`config.mk`:
```
export PLATFORM = sky130hd
export DESIGN_NAME = twos_comp_sched
export DESIGN_NICKNAME = d
export VERILOG_FILES = /design/src/rtl/twos_comp_sched.sv
export SDC_FILE = /design/constraint.sdc
export NUM_CORES = 1
export LEC_CHECK = 0
export CORE_UTILIZATION = 54
export CTS_CLUSTER_SIZE = 40
export DETAILED_ROUTE_END_ITERATION = 16
export PLACE_DENSITY = 0.86
export SLEW_MARGIN = 30
export SYNTH_ARGS = -nofsm -noshare
export SYNTH_HDL_FRONTEND = slang
export SYNTH_SLANG_ARGS = --single-unit
```
`constraint.sdc`:
```
create_clock -name t_clk -period 4.7 [get_ports t_clk]
set_input_delay 0.47 -clock t_clk [delete_from_list [all_inputs] [get_ports t_clk]]
set_output_delay 0.47 -clock t_clk [all_outputs]
set_load 0.02 [all_outputs]
```
`src/rtl/twos_comp_sched.sv`:
```
// Two-requester round-robin scheduler around a bit-serial two's-complement negator.
// Latency: grant one cycle after accept, done WIDTH cycles after the grant, one op per WIDTH+2 cycles.
// Backpressure: requesters hold req until their grant; requests are only sampled while idle.
module twos_comp_sched #(
    parameter int WIDTH = 12
) (
    input  logic             t_clk,
    input  logic             t_rst_n,
    input  logic             req_a,
    input  logic [WIDTH-1:0] opnd_a,
    input  logic             req_b,
    input  logic [WIDTH-1:0] opnd_b,
    output logic             gnt_a,
    output logic             gnt_b,
    output logic             done_a,
    output logic             done_b,
    output logic [WIDTH-1:0] result,
    output logic             ovf,
    output logic             busy
);
    localparam int CW = $clog2(WIDTH);

    typedef enum logic [1:0] {
        IDLE  = 2'd0,
        SHIFT = 2'd1,
        DONE  = 2'd2
    } state_t;

    state_t           state;
    logic [1:0]       rst_sync;
    logic             rst_int_n;
    logic [WIDTH-1:0] sr;
    logic [WIDTH-1:0] acc;
    logic [CW-1:0]    cnt;
    logic             f;
    logic             last_b;
    logic             pick_b;
    logic             out_bit;

    // Assert asynchronously, release two edges after t_rst_n rises.
    always_ff @(posedge t_clk or negedge t_rst_n) begin
        if (!t_rst_n) begin
            rst_sync <= 2'b00;
        end else begin
            rst_sync <= {rst_sync[0], 1'b1};
        end
    end

    assign rst_int_n = rst_sync[1];

    always_comb begin
        pick_b  = (req_a && req_b) ? !last_b : req_b;
        out_bit = sr[0] ^ f;
    end

    // last_b doubles as the owner of the operation in flight.
    always_ff @(posedge t_clk or negedge rst_int_n) begin
        if (!rst_int_n) begin
            state  <= IDLE;
            busy   <= 1'b0;
            gnt_a  <= 1'b0;
            gnt_b  <= 1'b0;
            done_a <= 1'b0;
            done_b <= 1'b0;
            result <= '0;
            ovf    <= 1'b0;
            sr     <= '0;
            acc    <= '0;
            cnt    <= '0;
            f      <= 1'b0;
            last_b <= 1'b1;
        end else begin
            gnt_a  <= 1'b0;
            gnt_b  <= 1'b0;
            done_a <= 1'b0;
            done_b <= 1'b0;
            case (state)
                IDLE: begin
                    if (req_a || req_b) begin
                        sr     <= pick_b ? opnd_b : opnd_a;
                        last_b <= pick_b;
                        gnt_a  <= !pick_b;
                        gnt_b  <= pick_b;
                        f      <= 1'b0;
                        cnt    <= '0;
                        busy   <= 1'b1;
                        state  <= SHIFT;
                    end
                end
                SHIFT: begin
                    acc <= {out_bit, acc[WIDTH-1:1]};
                    sr  <= sr >> 1;
                    f   <= f | sr[0];
                    cnt <= cnt + CW'(1);
                    if (cnt == CW'(WIDTH - 1)) begin
                        result <= {out_bit, acc[WIDTH-1:1]};
                        // Most-negative: no ones below the MSB, MSB set.
                        ovf    <= !f && sr[0];
                        done_a <= !last_b;
                        done_b <= last_b;
                        state  <= DONE;
                    end
                end
                DONE: begin
                    busy  <= 1'b0;
                    state <= IDLE;
                end
                default: begin
                    busy  <= 1'b0;
                    state <= IDLE;
                end
            endcase
        end
    end
endmodule

```
==> results of run 1 <==
worst max-delay path by stage:
stage | startpoint | endpoint | slack, ns | depth (start not counted)
floorplan | state[1] | ovf | 3.08 | 6
global placement | req_b | sr[0] | 2.45 | 4
detailed placement | state[1] | result[7] | 2.52 | 3
CTS | state[1] | result[7] | 2.48 | 3
global route | state[1] | result[5] | 2.41 | 3
finish | state[1] | result[7] | 2.50 | 3
cells in the mapped netlist, drive strengths merged, types with 2 or more instances:
master	instances
mux2	13
clkbuf	6
mux2i	2
nand2b	2
nand3	19
ha	3
buf	6
o211ai	2
nor2	2
nor3	2
and2	3
inv	3
a32oi	9
o21ai	18
o21a	2
nand2	40
dfrtp	50
sequential cells by signal, indices dropped and copies added, names as in the netlist:
name	cells
sr	12
done_b	1
f	1
done_a	1
gnt_b	1
state	2
result	12
busy	1
cnt	4
rst_sync	2
ovf	1
gnt_a	1
last_b	1
acc	11
through the flow:
stage | util [%] | hold WS (ns)
5_1_grt | 73.1 | 0.306
3_5_place_dp | 70.4 | 0.341
2_1_floorplan | - | 0.174
4_1_cts | 73.1 | 0.309
6_report | 73.1 | 0.318
3_3_place_gp | 70.2 | 0.337
worst reg2reg max path, cell delays in order (launching register included):
cell and delay [ns]:
dfrtp_1 0.58, nand2b_4 0.34, nor3_4 0.73, mux2_2 0.43
layout make-up:
class                   count  area [µm²]  area share (%)
repair buffers             47         465            16.9
well taps                  48        60.1            2.18
inverters                   3        11.3           0.409
clock buffers               8         100            3.63
flip-flops and latches     51        1280            46.5
multi-input cells         129         838            30.4
logic make-up after synthesis:
| group | count (synthesis) |
|---|---|
| AND/OR/NAND/NOR | 73 |
| flip-flops | 51 |
| AO/OA/AOI/OAI | 36 |
| multiplexers | 15 |
| buffers and inverters | 15 |
| adder cells (fa/ha/maj) | 3 |
| other | 1 |
| XOR/XNOR | 1 |
routing by layer:
metal	part of all wire (%)	track usage, %
met5	0	0
met4	1.9	8.97
met3	5.8	7.59
met2	48	35.2
met1	45	29.1
power breakdown:
part	total [W]	switching, W	internal [W]
clock	0.000266	0.000131	0.000134
combinational	0.000656	0.000340	0.000316
sequential	0.000755	0.000134	0.000621
==> run metrics, run 1 <==
outcome complete, no violations; Async SR Flop Fraction 100%; most common cell after layout, fill and taps aside dfrtp_1; maxcap violations 0; CP endpoint kind flip-flop; Crit Path Category reg2reg; Seq cells post-synth 51; largest net degree at the start of global routing 50; effective utilization at floorplan 58.3%; Max-Slew Margin vs Limit 43.9%; largest family of logic cells by synthesized area simple AND/OR/NAND/NOR gates; vias in the first global route 1576; r2r startpoint state[1]; Distinct cells, synth 35; via/cell ratio 5.60; main flop type after synthesis dfrtp_1; cells after synthesis 195; Peak supply drop 0.308 mV; cell taking the most area after synthesis dfrtp_1; CTS max path bufs 2; total gr overflow 0; initial antenna violation count 0; First-pass DRT Iterations 4; commonest cells after routing, fill and taps aside dfrtp_1, clkdlybuf4s50_1, nand2_1; drt wl/cell 14.7 µm; Cell Rows 22; mux cell area share after synthesis 8.94%; Tot Pwr 0.00168 W; sequence of cells on the critical path nand2b_4 > nor3_4 > mux2_2; IO buf count 45; Crit path largest cell delay 0.73 ns; Tightest Pin Transition 0.839 ns; Die ar. 4330 µm²; die height 65.8 µm; Synth Area in Simple Gates 16.0%; setup bufs post-CTS 0; Setup TNS 0 ns; post-route minimum period 2.20 ns; Compound-Gate Fraction of Synth Area 10.7%; CTS Buf Count 5; Antenna diodes 0; fmax 0.455 GHz; placed insts 278; global-route wire length before repair 7160 µm; Final WS setup 2.50 ns; Final Setup Violations 0; Final Hold Violating Endpoints 0; Crit path buffers/inverters 0; Worst Hold Class in2async; Seq/Total Area, Yosys 58.1%; Register-to-Register Path Depth 3; DPL Wire Length 2870 µm; drt drc 0; Die W 65.8 µm; number of synthesized flops with an enable pin 0; total number of yosys warnings 0; Post-Synth Adder-Cell Area 1.71%; Post-Place Worst Slack 2.52 ns; XOR/XNOR share of the synthesized area 0.399%; clock sinks 51; CP delay by family, top simple AND/OR/NAND/NOR gates; H-tree level count 2; Finished Layout Cells 286; crit path DAT 2.39 ns; GPL Wtd Cong 0.789; Max FO, Critical Path 19; critical path startpoint category flip-flop; CTS root buffer clkbuf_8; worst skew pair latency 0.30 ns; routed vias 1601; io pins 46; Resized cells post-CTS 0; # fillers 257; core area 3770 µm²; RR Endpoint result[7]; Total GRT Usage 22.6%; post-route ant nets 0; Leak 1.23 nW; CTS tree built; hold_buf cts 0; area of placed instances 2660 µm²; Reg clk slew, reported paths 0.08 ns; RSZ-0062 raised after global routing false; Final Cell Area 2760 µm²; Iter 0 DRT Violations 103; Final Skew 0.00264 ns; CP required 4.89 ns; Mapped Avg Cell Area 11.3 µm²; Yosys top cell area share 56.9%; mapped cell area 2200 µm²; Critical Path Slowest Stage Cell nor3_4; Slew Viols, Final 0; layout cells sized above 1 11.8%; Pwr per Cell Area 608 nW/µm²; Area Growth Syn to Fin 25.5%; Syn Nets 226; Final period util 46.8%; Synth area leaders dfrtp_1, nand2_1, mux2_4; Final nets 268; setup slack, reg-to-reg 2.50 ns; Routed WL 4190 µm
(Power assumes the default switching activity.)
==> run 2, diff against run 1 <==
- CORE_UTILIZATION: 54 -> 50
- PLACE_DENSITY: 0.86 -> 0.8
- clock period: 4.7 -> 2.1 ns (I/O delays scaled with it)
==> run metrics, run 2 (synthesis gave the netlist of run 1 again) <==
Final Setup Violations 0 (unchanged); maxcap violations 0 (unchanged); placed insts 288 (+3.6%); Reg clk slew, reported paths 0.09 ns (about the same); Resized cells post-CTS 0 (unchanged); post-route ant nets 0 (unchanged); Peak supply drop 0.574 mV (+87%); Setup TNS 0 ns (unchanged); Leak 1.26 nW (+2.6%); CP required 2.29 ns (-2.60 ns); area of the multi-input gates 833 µm² (-0.60%); routed vias 1602 (+0.062%); drt wl/cell 14.0 µm (-4.3%); Final WS setup 0.534 ns (-1.97 ns); Tightest Pin Transition 0.592 ns (-0.247 ns); RSZ-0062 raised after global routing false; Finished Layout Cells 296 (+3.5%); setup bufs post-CTS 0 (unchanged); global-route wire length before repair 6810 µm (-4.8%); Routed WL 4150 µm (-1.0%); First-pass DRT Iterations 4 (unchanged); Crit Path Category reg2reg; io pins 46 (unchanged); Total GRT Usage 20.0% (-2.6 points); Iter 0 DRT Violations 149 (+45%); clock sinks 51 (unchanged); H-tree level count 2 (unchanged); Final Hold Violating Endpoints 0 (unchanged); Seq. cell area 1280 µm² (-0.20%); Die W 68.3 µm (+3.8%); fmax 0.638 GHz (+40%); layout cells sized above 1 13.8% (+2.1 points); # fillers 314 (+22%); DPL Wire Length 2830 µm (-1.3%); CTS root buffer clkbuf_8; vias in the first global route 1494 (-5.2%); Final period util 74.6% (+28 points); crit path DAT 1.76 ns (-0.63 ns); total gr overflow 0 (unchanged); Max-Slew Margin vs Limit 60.2% (+16 points); GPL Wtd Cong 0.756 (-4.2%); CTS tree built; post-route minimum period 1.57 ns (-0.632 ns); largest net degree at the start of global routing 50 (unchanged); Regs by FF count result x12, sr x12, acc x11; initial antenna violation count 0 (unchanged); CTS Buf Count 5 (unchanged); Final nets 276 (+3.0%); core area 4120 µm² (+9.1%); outcome complete, no violations; Antenna diodes 0 (unchanged); Cell Rows 23 (+4.5%); Post-Place Worst Slack 0.296 ns (-2.22 ns); Worst Hold Class in2async; Max FO, Critical Path 19 (unchanged); die height 68.3 µm (+3.8%); via/cell ratio 5.41 (-3.3%); drt drc 0 (unchanged); CP endpoint kind flip-flop; critical path startpoint category flip-flop; Final Skew 0.00605 ns (+0.00342 ns); effective utilization at floorplan 53.4% (-4.9 points); Area Growth Syn to Fin 27.1%; Slew Viols, Final 0 (unchanged); most common cell after layout, fill and taps aside dfrtp_1; commonest cells after routing, fill and taps aside dfrtp_1, clkdlybuf4s50_1, nand2_1; Pwr per Cell Area 1330 nW/µm² (+120%); IO buf count 45 (unchanged); Die ar. 4660 µm² (+7.8%); hold_buf cts 0 (unchanged); worst skew pair latency 0.30 ns (about the same); CTS max path bufs 2 (unchanged)
## run 2: changes by cell type in the layout (fill, tap and decap cells not counted), sizes merged
| cell | delta |
|---|---|
| clkinv | +1 |
| clkbuf | -1 |
| buf | +8 |
## run 2: critical path, cell delays in order, from the launching register on
cell and delay, ns:
dfrtp_1 0.52, nand2b_4 0.20, nor3_4 0.21, buf_4 0.22, mux2_4 0.31
## run 2: path summary, 6_finish.rpt
kind	slack, ns	cells past startpoint	to	start
hold / removal	0.07	1	rst_sync[0]	t_rst_n
hold reg to reg	0.35	1	sr[7]	rst_sync[1]
max in group asynchronous	1.34	1	cnt[0]	rst_sync[1]
setup reg to reg	0.53	4	result[11]	state[0]
min in group t_clk	0.36	0	rst_sync[1]	rst_sync[0]
setup / recovery	0.53	4	result[11]	state[0]
## run 2: cell type report
class | instances | area share, %
sequential | 51 | 45.8
multi-input combinational | 129 | 29.8
timing repair buffer | 55 | 18.8
clock buffer | 7 | 2.73
tap | 50 | 2.24
inverter | 3 | 0.403
clock inverter | 1 | 0.179
## run 2: stage by stage
stage                     util (%)  instance area (µm²)  power [W]  hold WS (ns)
after detailed placement      65.9                 2710    0.00321         0.343
after floorplan                  -                 2200    0.00265       -0.0856
after global routing          67.9                 2790    0.00398        0.0677
after CTS                     67.9                 2790    0.00375        0.0629
after global placement        65.9                 2710    0.00315         0.338
final                         67.9                 2790    0.00372        0.0676
## run 2: power by group
part	switching, W	internal (W)	leakage, nW
combinational	0.000778	0.000747	0.596
sequential	0.000271	0.00139	0.619
clock	0.000302	0.000234	0.0422
total	0.00135	0.00237	1.26
## run 2: layer usage
layer | routed length (µm) | GRT usage [%] | share of wire, %
met4 | 76 | 8.59 | 1.8
met2 | 1920 | 30.1 | 46
met1 | 1980 | 27.9 | 48
met5 | 0 | 0 | 0
met3 | 174 | 3.83 | 4.2
==> run 3, diff against run 2 <==
- clock period: 2.1 -> 1.6 ns (I/O delays scaled with it)
==> run metrics, run 3 (synthesis gave the netlist of run 1 again) <==
outcome complete, no violations; Pwr per Cell Area 1780 nW/µm² (+34%); CTS tree built; largest net degree at the start of global routing 33 (-34%); H-tree level count 2 (unchanged); Tightest Pin Transition 0.565 ns (-0.0266 ns); r2r startpoint cnt[0]; layout cells sized above 1 17.3% (+3.4 points); area of the multi-input gates 833 µm² (unchanged); CTS Buf Count 5 (unchanged); post-route minimum period 1.51 ns (-0.0522 ns); GPL Wtd Cong 0.816 (+7.9%); # fillers 313 (-0.32%); Final Hold Violating Endpoints 0 (unchanged); crit path DAT 1.71 ns (-0.05 ns); Leak 1.32 nW (+4.8%); Regs by FF count result x12, sr x12, acc x11; Max-Slew Margin vs Limit 62.2% (+2.0 points); critical path startpoint category flip-flop; vias in the first global route 1577 (+5.6%); setup slack, reg-to-reg 0.09 ns (-0.45 ns); core area 4120 µm² (unchanged); Final Cell Area 2910 µm² (+4.2%); Antenna diodes 0 (unchanged); commonest cells after routing, fill and taps aside dfrtp_1, clkdlybuf4s50_1, nand2_1; maxcap violations 0 (unchanged); area of placed instances 2780 µm² (+2.4%); Cell Int Power 0.00335 W (+41%); global-route wire length before repair 7110 µm (+4.4%); initial antenna violation count 0 (unchanged); most common cell after layout, fill and taps aside dfrtp_1; Hold Slack 0.195 ns (+0.128 ns); CP delay by family, top flip-flops; sequential share of power 42.2% (-2.4 points); Die ar. 4660 µm² (unchanged); drt wl/cell 14.2 µm (+1.6%); CTS max path bufs 2 (unchanged); RR Endpoint result[3]; via/cell ratio 5.31 (-1.9%); routed vias 1619 (+1.1%); Layout Utilization 70.7% (+2.8 points); Reg clk slew, reported paths 0.09 ns (about the same); Iter 0 DRT Violations 110 (-26%); drt drc 0 (unchanged); Register-to-Register Path Depth 5 (+1); RSZ-0062 raised after global routing true; Setup TNS 0 ns (unchanged); Slew Viols, Final 0 (unchanged); Max FO, Critical Path 7 (-12); IO buf count 45 (unchanged); switching share of total power 35.4% (-0.86 points); Cell Rows 23 (unchanged); CP endpoint kind flip-flop; DPL Wire Length 3160 µm (+12%); Seq. cell area 1280 µm² (unchanged); Final nets 285 (+3.3%); total gr overflow 0 (unchanged); die height 68.3 µm (unchanged); clock sinks 51 (unchanged); Final Skew 0.0109 ns (+0.00488 ns); post-route ant nets 0 (unchanged); io pins 46 (unchanged); Routed WL 4350 µm (+4.7%); Resized cells post-CTS 0 (unchanged); Die W 68.3 µm (unchanged); Area Growth Syn to Fin 32.4%; effective utilization at floorplan 53.4% (unchanged); Worst Hold Class reg2async; First-pass DRT Iterations 4 (unchanged); Psw 0.00184 W (+36%); Final period util 94.6% (+20 points); sequence of cells on the critical path ha_1 > nand2_1 > nor3_4 > buf_4 > mux2_2; fmax 0.661 GHz (+3.4%); Crit path buffers/inverters 1 (unchanged); Final Setup Violations 0 (unchanged); Crit Path Category reg2reg; Total GRT Usage 21.0% (+0.96 points); CTS root buffer clkbuf_8; CP required 1.79 ns (-0.50 ns); Crit path largest cell delay 0.39 ns (-0.13 ns); clock power share 17.5% (+3.1 points); Critical Path Slowest Stage Cell dfrtp_1; Comb pwr share 40.3% (-0.7 points); Peak supply drop 0.813 mV (+42%); worst skew pair latency 0.31 ns (about the same)
[run 3: changes by cell type in the layout (fill, tap and decap cells not counted), sizes merged]
cell,previous run,this run
buf,10,18
bufinv,0,1
clkbuf,7,5
clkinv,1,0
clkinvlp,0,1
dlygate4sd3,0,1
inv,3,4
[run 3: area by class of cell]
type / count / share of cell area (%)
sequential: 51 / 44.0
multi-input combinational: 129 / 28.6
timing repair buffer: 64 / 20.9
clock buffer: 5 / 2.37
tap: 50 / 2.15
clock inverter: 3 / 1.59
inverter: 3 / 0.387
[run 3: worst max path at each step]
stage                         from        end  slack [ns]  cells past startpoint
after global placement       req_a     sr[11]        0.04                      4
after CTS                   cnt[0]  result[3]        0.05                      5
after global routing        cnt[0]  result[3]       -0.01                      5
after detailed placement     req_a     sr[11]        0.02                      4
final                       cnt[0]  result[3]        0.09                      5
after floorplan           state[1]        ovf        0.02                      6
[run 3: power groups by stage]
stage	logic (W)	clock network (W)	registers, W
floorplan	0.00114	0	0.00235
global placement	0.00202	0	0.00219
detailed placement	0.00207	0	0.00222
CTS	0.00209	0.000931	0.00220
global route	0.00230	0.000970	0.00227
finish	0.00209	0.000909	0.00219
[run 3: timing repair]
item	4_1_cts	5_1_grt
hold endpoints to repair	2	0
buffers inserted	0	1
hold buffers	1	0
endpoints found under the setup margin	0	12
[run 3: stage by stage]
stage,total power [W],cells,worst slack [ns]
global route,0.00553,305,-0.0115
global placement,0.00421,295,0.0388
CTS,0.00521,304,0.0544
detailed placement,0.00429,295,0.0192
finish,0.00519,305,0.0860
floorplan,0.00348,195,0.0229
[run 3: worst register-to-register path, delay by kind of cell, from the launching register on]
family                   cells  cell delay [ns]
adder cells (fa/ha/maj)      1             0.18
buffers and inverters        1             0.19
flip-flops                   1             0.39
multiplexers                 1             0.34
AND/OR/NAND/NOR              2             0.30
[run 3: per-layer routing]
layer  global-route usage [%]  part of all wire, %
met3                     3.50                  2.4
met5                        0                    0
met1                     26.8                   45
met2                     34.2                   50
met4                     10.2                  2.1
